$ cat src/rtl/hazard_ctrl_if.sv
// Hazard-control bundle between the hazard unit and the pipeline.
// Optional perf counter outputs appear when HAZARD_PERF_EN is defined.
interface hazard_ctrl_if;
    logic [4:0]  id_rs1;
    logic [4:0]  id_rs2;
    logic [4:0]  ex_rd;
    logic        ex_mem_read;
    logic        ex_branch_taken;
    logic [31:0] ex_branch_target;
    logic        ex_mret;
    logic [31:0] mepc;
    logic        mem_busy;
    logic        invalid_inst;
    logic [31:0] faulting_inst;
    logic [31:0] id_pc;
    logic [31:0] mtvec;
    logic        stall;
    logic [1:0]  flush_out;
    logic        pc_redirect;
    logic [31:0] pc_target;
    logic        trap_valid;
    logic [31:0] trap_mcause;
    logic [31:0] trap_mepc;
    logic [31:0] trap_mtval;
    logic [2:0]  state_o;
`ifdef HAZARD_PERF_EN
    logic [31:0] perf_stall_cnt;
    logic [31:0] perf_flush_cnt;
`endif

    modport master (
        input  id_rs1, id_rs2, ex_rd, ex_mem_read,
        input  ex_branch_taken, ex_branch_target,
        input  ex_mret, mepc, mem_busy,
        input  invalid_inst, faulting_inst, id_pc, mtvec,
        output stall, flush_out, pc_redirect, pc_target,
        output trap_valid, trap_mcause, trap_mepc,
        output trap_mtval, state_o
`ifdef HAZARD_PERF_EN
        , output perf_stall_cnt, perf_flush_cnt
`endif
    );

    modport slave (
        output id_rs1, id_rs2, ex_rd, ex_mem_read,
        output ex_branch_taken, ex_branch_target,
        output ex_mret, mepc, mem_busy,
        output invalid_inst, faulting_inst, id_pc, mtvec,
        input  stall, flush_out, pc_redirect, pc_target,
        input  trap_valid, trap_mcause, trap_mepc,
        input  trap_mtval, state_o
`ifdef HAZARD_PERF_EN
        , input perf_stall_cnt, perf_flush_cnt
`endif
    );
endinterface

$ cat src/rtl/hazard_ctrl.sv
// Pipeline hazard / trap sequencing FSM (RUN, MEMW, DRAIN, REDIR).
// Define HAZARD_PERF_EN to add stall/flush performance counters.
module hazard_ctrl #(
    parameter int unsigned TRAP_DRAIN_CYCLES = 2,
    parameter logic [31:0] ILLEGAL_MCAUSE    = 32'd2
) (
    input  logic          clk,
    input  logic          rst_n,
    hazard_ctrl_if.master hz
);
    typedef enum logic [2:0] {
        RUN   = 3'd0,
        MEMW  = 3'd1,
        DRAIN = 3'd2,
        REDIR = 3'd3
    } state_t;

    localparam logic [2:0] DRAIN_INIT = 3'(TRAP_DRAIN_CYCLES);

    state_t      state;
    state_t      nxt;
    logic [2:0]  cnt;
    logic        cap;
    logic        load_use;
    logic        stall_c;
    logic [1:0]  flush_c;
    logic        redir_c;
    logic [31:0] target_c;
    logic        tv_c;
    logic [31:0] mcause_q;
    logic [31:0] mepc_q;
    logic [31:0] mtval_q;

    assign load_use = hz.ex_mem_read && (hz.ex_rd != 5'd0) &&
                      ((hz.ex_rd == hz.id_rs1) ||
                       (hz.ex_rd == hz.id_rs2));

    always_comb begin
        nxt      = RUN;
        cap      = 1'b0;
        stall_c  = 1'b0;
        flush_c  = 2'b00;
        redir_c  = 1'b0;
        target_c = 32'd0;
        tv_c     = 1'b0;
        unique case (state)
            // MEMW with memory ready re-evaluates exactly like RUN
            RUN, MEMW: begin
                if (hz.mem_busy) begin
                    stall_c = 1'b1;
                    nxt     = MEMW;
                end else if (hz.ex_branch_taken || hz.ex_mret) begin
                    flush_c  = 2'b01;
                    redir_c  = 1'b1;
                    target_c = hz.ex_branch_taken ?
                               hz.ex_branch_target : hz.mepc;
                end else if (hz.invalid_inst) begin
                    flush_c = 2'b11;
                    cap     = 1'b1;
                    nxt     = DRAIN;
                end else if (load_use) begin
                    stall_c = 1'b1;
                end
            end
            DRAIN: begin
                stall_c = 1'b1;
                flush_c = 2'b11;
                nxt     = (cnt <= 3'd1) ? REDIR : DRAIN;
            end
            REDIR: begin
                redir_c  = 1'b1;
                target_c = hz.mtvec & ~32'h3;
                tv_c     = 1'b1;
                flush_c  = 2'b11;
            end
            default: nxt = RUN;
        endcase
    end

    // Outputs are forced quiet while reset is asserted
    assign hz.stall       = stall_c & rst_n;
    assign hz.flush_out   = flush_c & {2{rst_n}};
    assign hz.pc_redirect = redir_c & rst_n;
    assign hz.pc_target   = rst_n ? target_c : 32'd0;
    assign hz.trap_valid  = tv_c & rst_n;
    assign hz.trap_mcause = mcause_q;
    assign hz.trap_mepc   = mepc_q;
    assign hz.trap_mtval  = mtval_q;
    assign hz.state_o     = state;

    always_ff @(posedge clk or negedge rst_n) begin
        if (!rst_n) begin
            state    <= RUN;
            cnt      <= 3'd0;
            mcause_q <= 32'd0;
            mepc_q   <= 32'd0;
            mtval_q  <= 32'd0;
        end else begin
            state <= nxt;
            if (cap) begin
                cnt      <= DRAIN_INIT;
                mcause_q <= ILLEGAL_MCAUSE;
                mepc_q   <= hz.id_pc;
                mtval_q  <= hz.faulting_inst;
            end else if (state == DRAIN && cnt != 3'd0) begin
                cnt <= cnt - 3'd1;
            end
        end
    end

`ifdef HAZARD_PERF_EN
    logic [31:0] stall_cnt;
    logic [31:0] flush_cnt;

    always_ff @(posedge clk or negedge rst_n) begin
        if (!rst_n) begin
            stall_cnt <= 32'd0;
            flush_cnt <= 32'd0;
        end else begin
            if (stall_c)
                stall_cnt <= stall_cnt + 32'd1;
            if (flush_c != 2'b00)
                flush_cnt <= flush_cnt + 32'd1;
        end
    end

    assign hz.perf_stall_cnt = stall_cnt;
    assign hz.perf_flush_cnt = flush_cnt;
`endif
endmodule

$ cat src/flat_wrapper.sv
// flat-port wrapper written by rule: the top's interface ports become plain ports
module hazard_ctrl_flat 
#(
    parameter int unsigned TRAP_DRAIN_CYCLES = 2,
    parameter logic [31:0] ILLEGAL_MCAUSE    = 32'd2
)
  (clk, rst_n, hz_id_rs1, hz_id_rs2, hz_ex_rd, hz_ex_mem_read, hz_ex_branch_taken, hz_ex_branch_target, hz_ex_mret, hz_mepc, hz_mem_busy, hz_invalid_inst, hz_faulting_inst, hz_id_pc, hz_mtvec, hz_stall, hz_flush_out, hz_pc_redirect, hz_pc_target, hz_trap_valid, hz_trap_mcause, hz_trap_mepc, hz_trap_mtval, hz_state_o);
  hazard_ctrl_if hz_i ();
  input  logic clk;
  input  logic rst_n;
  input wire logic [$bits(hz_i.id_rs1)-1:0] hz_id_rs1;
  input wire logic [$bits(hz_i.id_rs2)-1:0] hz_id_rs2;
  input wire logic [$bits(hz_i.ex_rd)-1:0] hz_ex_rd;
  input wire logic [$bits(hz_i.ex_mem_read)-1:0] hz_ex_mem_read;
  input wire logic [$bits(hz_i.ex_branch_taken)-1:0] hz_ex_branch_taken;
  input wire logic [$bits(hz_i.ex_branch_target)-1:0] hz_ex_branch_target;
  input wire logic [$bits(hz_i.ex_mret)-1:0] hz_ex_mret;
  input wire logic [$bits(hz_i.mepc)-1:0] hz_mepc;
  input wire logic [$bits(hz_i.mem_busy)-1:0] hz_mem_busy;
  input wire logic [$bits(hz_i.invalid_inst)-1:0] hz_invalid_inst;
  input wire logic [$bits(hz_i.faulting_inst)-1:0] hz_faulting_inst;
  input wire logic [$bits(hz_i.id_pc)-1:0] hz_id_pc;
  input wire logic [$bits(hz_i.mtvec)-1:0] hz_mtvec;
  output wire logic [$bits(hz_i.stall)-1:0] hz_stall;
  output wire logic [$bits(hz_i.flush_out)-1:0] hz_flush_out;
  output wire logic [$bits(hz_i.pc_redirect)-1:0] hz_pc_redirect;
  output wire logic [$bits(hz_i.pc_target)-1:0] hz_pc_target;
  output wire logic [$bits(hz_i.trap_valid)-1:0] hz_trap_valid;
  output wire logic [$bits(hz_i.trap_mcause)-1:0] hz_trap_mcause;
  output wire logic [$bits(hz_i.trap_mepc)-1:0] hz_trap_mepc;
  output wire logic [$bits(hz_i.trap_mtval)-1:0] hz_trap_mtval;
  output wire logic [$bits(hz_i.state_o)-1:0] hz_state_o;
  assign hz_i.id_rs1 = hz_id_rs1;
  assign hz_i.id_rs2 = hz_id_rs2;
  assign hz_i.ex_rd = hz_ex_rd;
  assign hz_i.ex_mem_read = hz_ex_mem_read;
  assign hz_i.ex_branch_taken = hz_ex_branch_taken;
  assign hz_i.ex_branch_target = hz_ex_branch_target;
  assign hz_i.ex_mret = hz_ex_mret;
  assign hz_i.mepc = hz_mepc;
  assign hz_i.mem_busy = hz_mem_busy;
  assign hz_i.invalid_inst = hz_invalid_inst;
  assign hz_i.faulting_inst = hz_faulting_inst;
  assign hz_i.id_pc = hz_id_pc;
  assign hz_i.mtvec = hz_mtvec;
  assign hz_stall = hz_i.stall;
  assign hz_flush_out = hz_i.flush_out;
  assign hz_pc_redirect = hz_i.pc_redirect;
  assign hz_pc_target = hz_i.pc_target;
  assign hz_trap_valid = hz_i.trap_valid;
  assign hz_trap_mcause = hz_i.trap_mcause;
  assign hz_trap_mepc = hz_i.trap_mepc;
  assign hz_trap_mtval = hz_i.trap_mtval;
  assign hz_state_o = hz_i.state_o;
  hazard_ctrl #(.TRAP_DRAIN_CYCLES(TRAP_DRAIN_CYCLES), .ILLEGAL_MCAUSE(ILLEGAL_MCAUSE)) u_core (.clk(clk), .rst_n(rst_n), .hz(hz_i));
endmodule
$ cat config.mk
export PLATFORM = sky130hd
export DESIGN_NAME = hazard_ctrl_flat
export DESIGN_NICKNAME = d
export VERILOG_FILES = /design/src/rtl/hazard_ctrl_if.sv /design/src/rtl/hazard_ctrl.sv /design/src/flat_wrapper.sv
export SDC_FILE = /design/constraint.sdc
export NUM_CORES = 1
export LEC_CHECK = 0
export ABC_CLOCK_PERIOD_IN_PS = 3100
export CORE_AREA = 2 2 125 127
export CTS_CLUSTER_SIZE = 16
export DETAILED_ROUTE_END_ITERATION = 10
export DIE_AREA = 0 0 127 129
export PLACE_DENSITY = 0.62
export REMOVE_ABC_BUFFERS = 1
export SLEW_MARGIN = 20
export SYNTH_ARGS = -nofsm -noshare
export SYNTH_HDL_FRONTEND = slang
export SYNTH_SLANG_ARGS = --single-unit
$ cat constraint.sdc
create_clock -name clk -period 3.1 [get_ports clk]
set_input_delay 0.62 -clock clk [delete_from_list [all_inputs] [get_ports clk]]
set_output_delay 0.62 -clock clk [all_outputs]
set_load 0.02 [all_outputs]
==> load_flow_metrics.sql <==
INSERT INTO impl_metrics (metric_group, metric, value, unit) VALUES
('timing', 'finalSetupViolations', '0', ''),
('status', 'run_status', 'finished, final reports clean', ''),
('timing', 'fin_worst_hold_slack', '126', 'ps'),
('routing', 'totalWireLength', '13700', 'um'),
('setup_path', 'timing.critical_path.slowest_stage_cell', 'clkdlybuf4s50_1', ''),
('grt', 'grt_overflow', '0', ''),
('clock_tree', 'cts_post_setup_buffers_inserted', '0', ''),
('floorplanning', 'num_io_pins', '318', ''),
('timing', 'drv_slew', '0', ''),
('timing', 'final_critical_path_setup_slack', '65.9', 'ps'),
('synthesis', 'yosys_warnings', '0', ''),
('clock_tree', 'cts.reportedPaths.clkPinSlew', '60', 'ps'),
('clock_tree', 'htreeDepth', '3', ''),
('synthesis', 'synth.avg_cell_area', '8.12', 'sq um'),
('timing', 'timing.final.crit_share', '0.979', ''),
('floorplanning', 'core_area', '0.0150', 'sq mm'),
('finish', 'multi_input_comb_area', '0.00178', 'sq mm'),
('floorplanning', 'floorplan.initialDensity', '0.256', ''),
('clock_tree', 'cts_tree', 'done', ''),
('synthesis', 'postSynthCellCount', '472', ''),
('job', 'max_cap_viol_count', '0', ''),
('routing', 'firstDrtPassIters', '4', ''),
('placed_design', 'dpl_worst_slack', '-40.2', 'ps'),
('setup_path', 'timing.critical_path.required', '2480', 'ps'),
('setup_path', 'crit_arrival', '2410', 'ps'),
('setup_path', 'minimum_setup_slack_among_reg_to_reg_paths', '1310', 'ps'),
('grt', 'grtUsageTotal', '0.165', ''),
('placed_design', 'place.detailed.hpwl', '10400', 'um'),
('pwr', 'cellLeakagePower', '3.45', 'nW'),
('grt', 'largest_net_degree_at_the_start_of_global_routing', '68', ''),
('setup_path', 'launching_instance_or_port_of_the_critical_path', 'hz_invalid_inst', ''),
('synthesis', 'yosys.area.top_type', 'dfrtp_1', ''),
('clock_tree', 'cts.repair.resized', '1', ''),
('routing', 'drt_iter0_markers', '162', ''),
('setup_path', 'crit_path_capture_type', 'primary output', ''),
('synthesis', 'post_synth_simple_gate_area', '0.252', ''),
('floorplanning', 'floorplan.die.height', '129', 'um'),
('floorplanning', 'core.rowCount', '45', ''),
('clock_tree', 'later_pin_clock_latency_in_the_skew_report', '330', 'ps'),
('routing', 'route.antenna.remaining_nets', '0', ''),
('timing', 'worst_clock_skew', '8.54', 'ps'),
('synthesis', 'ys_seq_elements', '70', ''),
('setup_path', 'critPathKind', 'in2out', ''),
('synthesis', 'main_combinational_cell_family_by_area_after_synthesis', 'simple AND/OR/NAND/NOR gates', ''),
('synthesis', 'seq_area_frac_synth', '0.457', ''),
('finish', 'most_common_cell_after_layout_fill_and_taps_aside', 'clkdlybuf4s50_1', ''),
('clock_tree', 'clockRootBuffer', 'clkbuf_16', ''),
('finish', 'final_util', '0.470', ''),
('finish', 'layout-drive-gt1-share', '0.0438', ''),
('min_path', 'worst_hold_path_type', 'in2async', ''),
('synthesis', 'synth.area.top_cells', 'dfrtp_1 (46%), nand2_1 (22%), mux2i_1 (8.4%)', ''),
('pwr', 'max-vdd-ir-drop', '0.407', 'mV'),
('grt', 'first_global_vias', '4106', ''),
('timing', 'achievable-frequency', '0.330', 'GHz'),
('placed_design', 'place.gp.congestion', '0.772', ''),
('synthesis', 'yosysUniqueCellTypes', '31', ''),
('grt', 'grt_antenna_before_repair', '0', ''),
('clock_tree', 'holdBufCountCts', '0', ''),
('synthesis', 'yosys.area_share.adder', '0.00979', ''),
('timing', 'worstMarginPinSlew', '832', 'ps'),
('finish', 'area_growth', '83.6', '%'),
('clock_tree', 'cts.sink_count', '70', ''),
('timing', 'unrepaired_setup_endpoints_after_global_routing', 'true', ''),
('setup_path', 'worst_path_most_repeated_cell', 'clkdlybuf4s50_1', ''),
('pwr', 'p_per_area', '504', 'mW/mm^2'),
('finish', 'finish.net_count', '933', ''),
('finish', 'diodes', '0', ''),
('routing', 'dr_total_vias', '4003', ''),
('clock_tree', 'cts_made_buffers', '9', ''),
('synthesis', 'netlist_area', '0.00383', 'sq mm'),
('setup_path', 'critical_path_peak_fanout', '3', '');
==> sequential cells by signal, summed over array words and instances (netlist names) <==
signal / cells
u_core.cnt: 3
u_core.hz.state_o: 2
u_core.hz.trap_mcause: 1
u_core.hz.trap_mepc: 32
u_core.hz.trap_mtval: 32
==> area by class of cell <==
cell class	count	area share
inverter	5	0.00267
timing repair buffer	293	0.416
clock buffer	10	0.0325
tap	188	0.0334
multi-input combinational	369	0.253
sequential	70	0.249
clock inverter	6	0.0133
==> layer usage <==
layer  GRT usage  routed length (um)  up-vias
met2       0.299                7090      167
met5           0                   0        -
met4      0.0356                 108        0
met3      0.0669                1390        8
li1            -                   -     1976
met1       0.182                5130     1852
==> synth_stat cells (all sizes together) <==
library cell / instances
a22o: 1
a21oi: 3
nor2: 7
and3: 2
nand3: 3
nand2: 227
buf: 54
mux2i: 32
o32ai: 1
o21ai: 34
o21a: 2
clkbuf: 5
inv: 5
nand4: 1
or3: 1
o211ai: 1
nand2b: 2
dfrtp: 70
nand3b: 1
conb: 1
nor2b: 1
nor3: 2
a21boi: 1
ha: 3
o22ai: 1
xnor2: 11
==> worst max-delay path: cells and delay by family <==
family	cells	cell delay, ps
buf+inv	2	1060
simple gates	2	440
compound gates	2	290
==> through the flow <==
stage	area (sq um)	std cells	TNS (ps)	power, mW
final	7040	941	0	3.55
after global routing	7040	941	-150	3.77
after CTS	7010	941	0	3.62
after detailed placement	6690	925	-40.2	2.46
after global placement	6690	925	-27.6	2.44
after floorplan	3550	444	0	1.72
==> worst paths after layout <==
check	to	depth (start not counted)
max in group asynchronous	u_core.hz.trap_mepc[5]	2
hold reg to reg	u_core.hz.trap_mcause[1]	1
min in group clk	u_core.hz.trap_mcause[1]	1
setup / recovery	hz_stall	6
hold / removal	u_core.cnt[1]	1
setup reg to reg	u_core.hz.trap_mepc[8]	5
==> logic make-up (layout without fill, tap and decap cells) <==
group                      count (synthesis)  in the layout
xor gates and xnor gates                  11             11
DFF                                       70             70
buffers and inverters                     64            314
adders and majority gates                  3              3
and+or+nand+nor                          247            247
muxes                                     32             32
AOI/OAI and AO/OA                         44             44
other                                      1             32
==> power breakdown <==
part | leakage [nW] | switching, mW | total [mW] | internal (mW)
Sequential | 0.880 | 0.101 | 1.19 | 1.09
Clock | 0.153 | 0.404 | 1.11 | 0.710
Combinational | 2.42 | 0.608 | 1.24 | 0.636
Total | 3.45 | 1.11 | 3.55 | 2.44
(Power assumes the default switching activity.)
==> patch (config.mk and constraints unchanged) <==
Put a register stage on the output `hz.pc_redirect`. The value now appears one clock later.
--- a/src/rtl/hazard_ctrl.sv
+++ b/src/rtl/hazard_ctrl.sv
@@ -80,7 +80,9 @@
     // Outputs are forced quiet while reset is asserted
     assign hz.stall       = stall_c & rst_n;
     assign hz.flush_out   = flush_c & {2{rst_n}};
-    assign hz.pc_redirect = redir_c & rst_n;
+    always_ff @(posedge clk) begin
+        hz.pc_redirect <= redir_c & rst_n;
+    end
     assign hz.pc_target   = rst_n ? target_c : 32'd0;
     assign hz.trap_valid  = tv_c & rst_n;
     assign hz.trap_mcause = mcause_q;
Function: changed (a bounded check fails within 4 cycles, from zero or initial values and one cycle with rst_n low).
==> patch against the unedited design <==
- via count grew 2.5%
- cell area grew 2.0%
- total power grew 3.2%
- sequential cell count grew 1
- utilization grew 0.92 points
- synthesized area grew 0.52%
- hold slack gained 150 ps
- worst setup slack lost 0.66 ps
- fmax is essentially flat
- routed wire length grew 4.0%
- critical path depth is the same
- global-route usage grew 0.60 points
- non-clock buffer count grew 4
- largest power group unchanged
- highest routed layer unchanged
==> patch: results (changes against the unedited design) <==
| Metric | Value |
|---|---|
| Result of the run | `completed (unchanged)` |
| Sequential area share after synthesis | `46.0% (was 45.7%)` |
| Via count of the first global-routing pass | `4199 (was 4106)` |
| Post-Place Setup Slack | `-37.0 ps (was -40.2 ps)` |
| Share of synthesized registers carrying an async set or reset | `98.6% (was 100%)` |
| Total GRT Usage | `17.1% (was 16.5%)` |
| WL final | `14300 um (was 13700 um)` |
| Mean instance size in the synthesized netlist | `8.15 um^2 (was 8.12 um^2)` |
| DR vias/cell | `4.34 (was 4.25)` |
| Leak Pwr | `3.72 nW (was 3.45 nW)` |
| Port-buffer cells | `283 (unchanged)` |
| H-Tree Level Count | `3 (unchanged)` |
| P_int | `2.54 mW (was 2.44 mW)` |
| Number of distinct standard cells referenced by the synthesized netlist | `32 (was 31)` |
| Final HPWL DP | `10800 um (was 10400 um)` |
| Max transition margin | `48.1% (was 44.6%)` |
| Worst clock skew | `6.74 ps (was 8.54 ps)` |
| Per-cell routed wire length | `15.1 um (was 14.6 um)` |
| Final net count | `938 (was 933)` |
| Launch point of the critical path | `hz_ex_mret (was hz_invalid_inst)` |
| Largest stage delay on the critical path | `630 ps (was 600 ps)` |
| Number of antenna violations at the first check in global routing | `0 (unchanged)` |
| Largest net degree at the start of global routing | `67 (was 68)` |
| Commonest cells in the synthesized netlist | `nand2_1 (227), dfrtp_1 (70), buf_4 (33), o21ai_0 (33), mux2i_1 (32) (unchanged)` |
| Max VDD drop | `337 uV (was 407 uV)` |
| Ratio of cells with drive above 1 in the final layout | `4.75% (was 4.38%)` |
| Top fanout value on the critical path | `32 (was 3)` |
| Global-route wire length before repair | `22000 um (was 21400 um)` |
| Initial DRC Count | `189 (was 162)` |
| Inst Count DP | `930 (was 925)` |
| Netlist Area Pre-Place | `3850 um^2 (was 3830 um^2)` |
| GPL Wtd Cong | `0.808 (was 0.772)` |
| Clk_lat worst skew | `330 ps (about the same)` |
| Largest cells by area after synthesis | `dfrtp_1 (45%), nand2_1 (22%), mux2i_1 (8.3%), buf_4 (6.4%), o21ai_0 (4.3%) (was dfrtp_1 (46%), nand2_1 (22%), mux2i_1 (8.4%), buf_4 (6.5%), o21ai_0 (4.3%))` |
-- patch: power groups by stage --
stage	logic, mW	registers (mW)	clock network, mW
final	1.25	1.21	1.21
after global placement	1.24	1.21	0
after floorplan	0.317	1.42	0
after CTS	1.27	1.21	1.25
after detailed placement	1.26	1.22	0
after global routing	1.35	1.23	1.29
-- patch: stage by stage --
stage	instance area, um^2	utilization [%]
final	7180	47.9
after floorplan	3570	-
after global placement	6770	45.2
after global routing	7180	47.9
after CTS	7110	47.5
after detailed placement	6770	45.2
-- patch: kinds of logic (layout without fill, tap and decap cells) --
| family | after synthesis | in the layout | share of synthesized area (%) |
|---|---|---|---|
| buffers and inverters | 64 | 318 | 10.9 |
| flip-flops | 71 | 71 | 46.0 |
| AO/OA/AOI/OAI | 44 | 44 | 6.20 |
| XOR/XNOR | 11 | 11 | 2.50 |
| other | 1 | 32 | 0.0973 |
| multiplexers | 32 | 32 | 8.31 |
| AND/OR/NAND/NOR | 247 | 247 | 25.0 |
| adder cells (fa/ha/maj) | 3 | 3 | 0.974 |
-- patch: layout make-up --
| class | count | area, um^2 |
|---|---|---|
| clock inverter | 6 | 115 |
| timing repair buffer | 297 | 3020 |
| tap | 188 | 235 |
| clock buffer | 10 | 229 |
| sequential | 71 | 1770 |
| multi-input combinational | 369 | 1790 |
| inverter | 5 | 18.8 |
| fill | 1412 | 7800 |
-- patch: repair_timing --
| action | CTS | global route |
|---|---|---|
| endpoints found under the setup margin | 3 | 27 |
| pin swaps | 0 | 0 |
| gates resized for setup | 3 | 27 |
-- patch: path summary, 6_finish.rpt --
kind | to | depth (start not counted) | slack [ps]
max | hz_pc_target[2] | 6 | 70
min | u_core.hz.state_o[0] | 2 | 270
max reg2reg | u_core.hz.trap_mtval[25] | 6 | 1190
min reg2reg | u_core.hz.trap_mtval[13] | 2 | 470
max in group asynchronous | u_core.hz.trap_mepc[12] | 2 | 2070
min in group clk | u_core.hz.trap_mtval[13] | 2 | 470
-- patch: metal layers --
metal | share of wire, % | GRT usage, %
met1 | 40 | 19.7
met2 | 50 | 30.3
met3 | 8.1 | 5.41
met4 | 1.4 | 5.30
met5 | 0 | 0
-- patch: worst max-delay path: cells and delay by family --
family | cells | cell delay [ps]
simple gates | 2 | 270
compound gates | 1 | 160
buf+inv | 3 | 1360
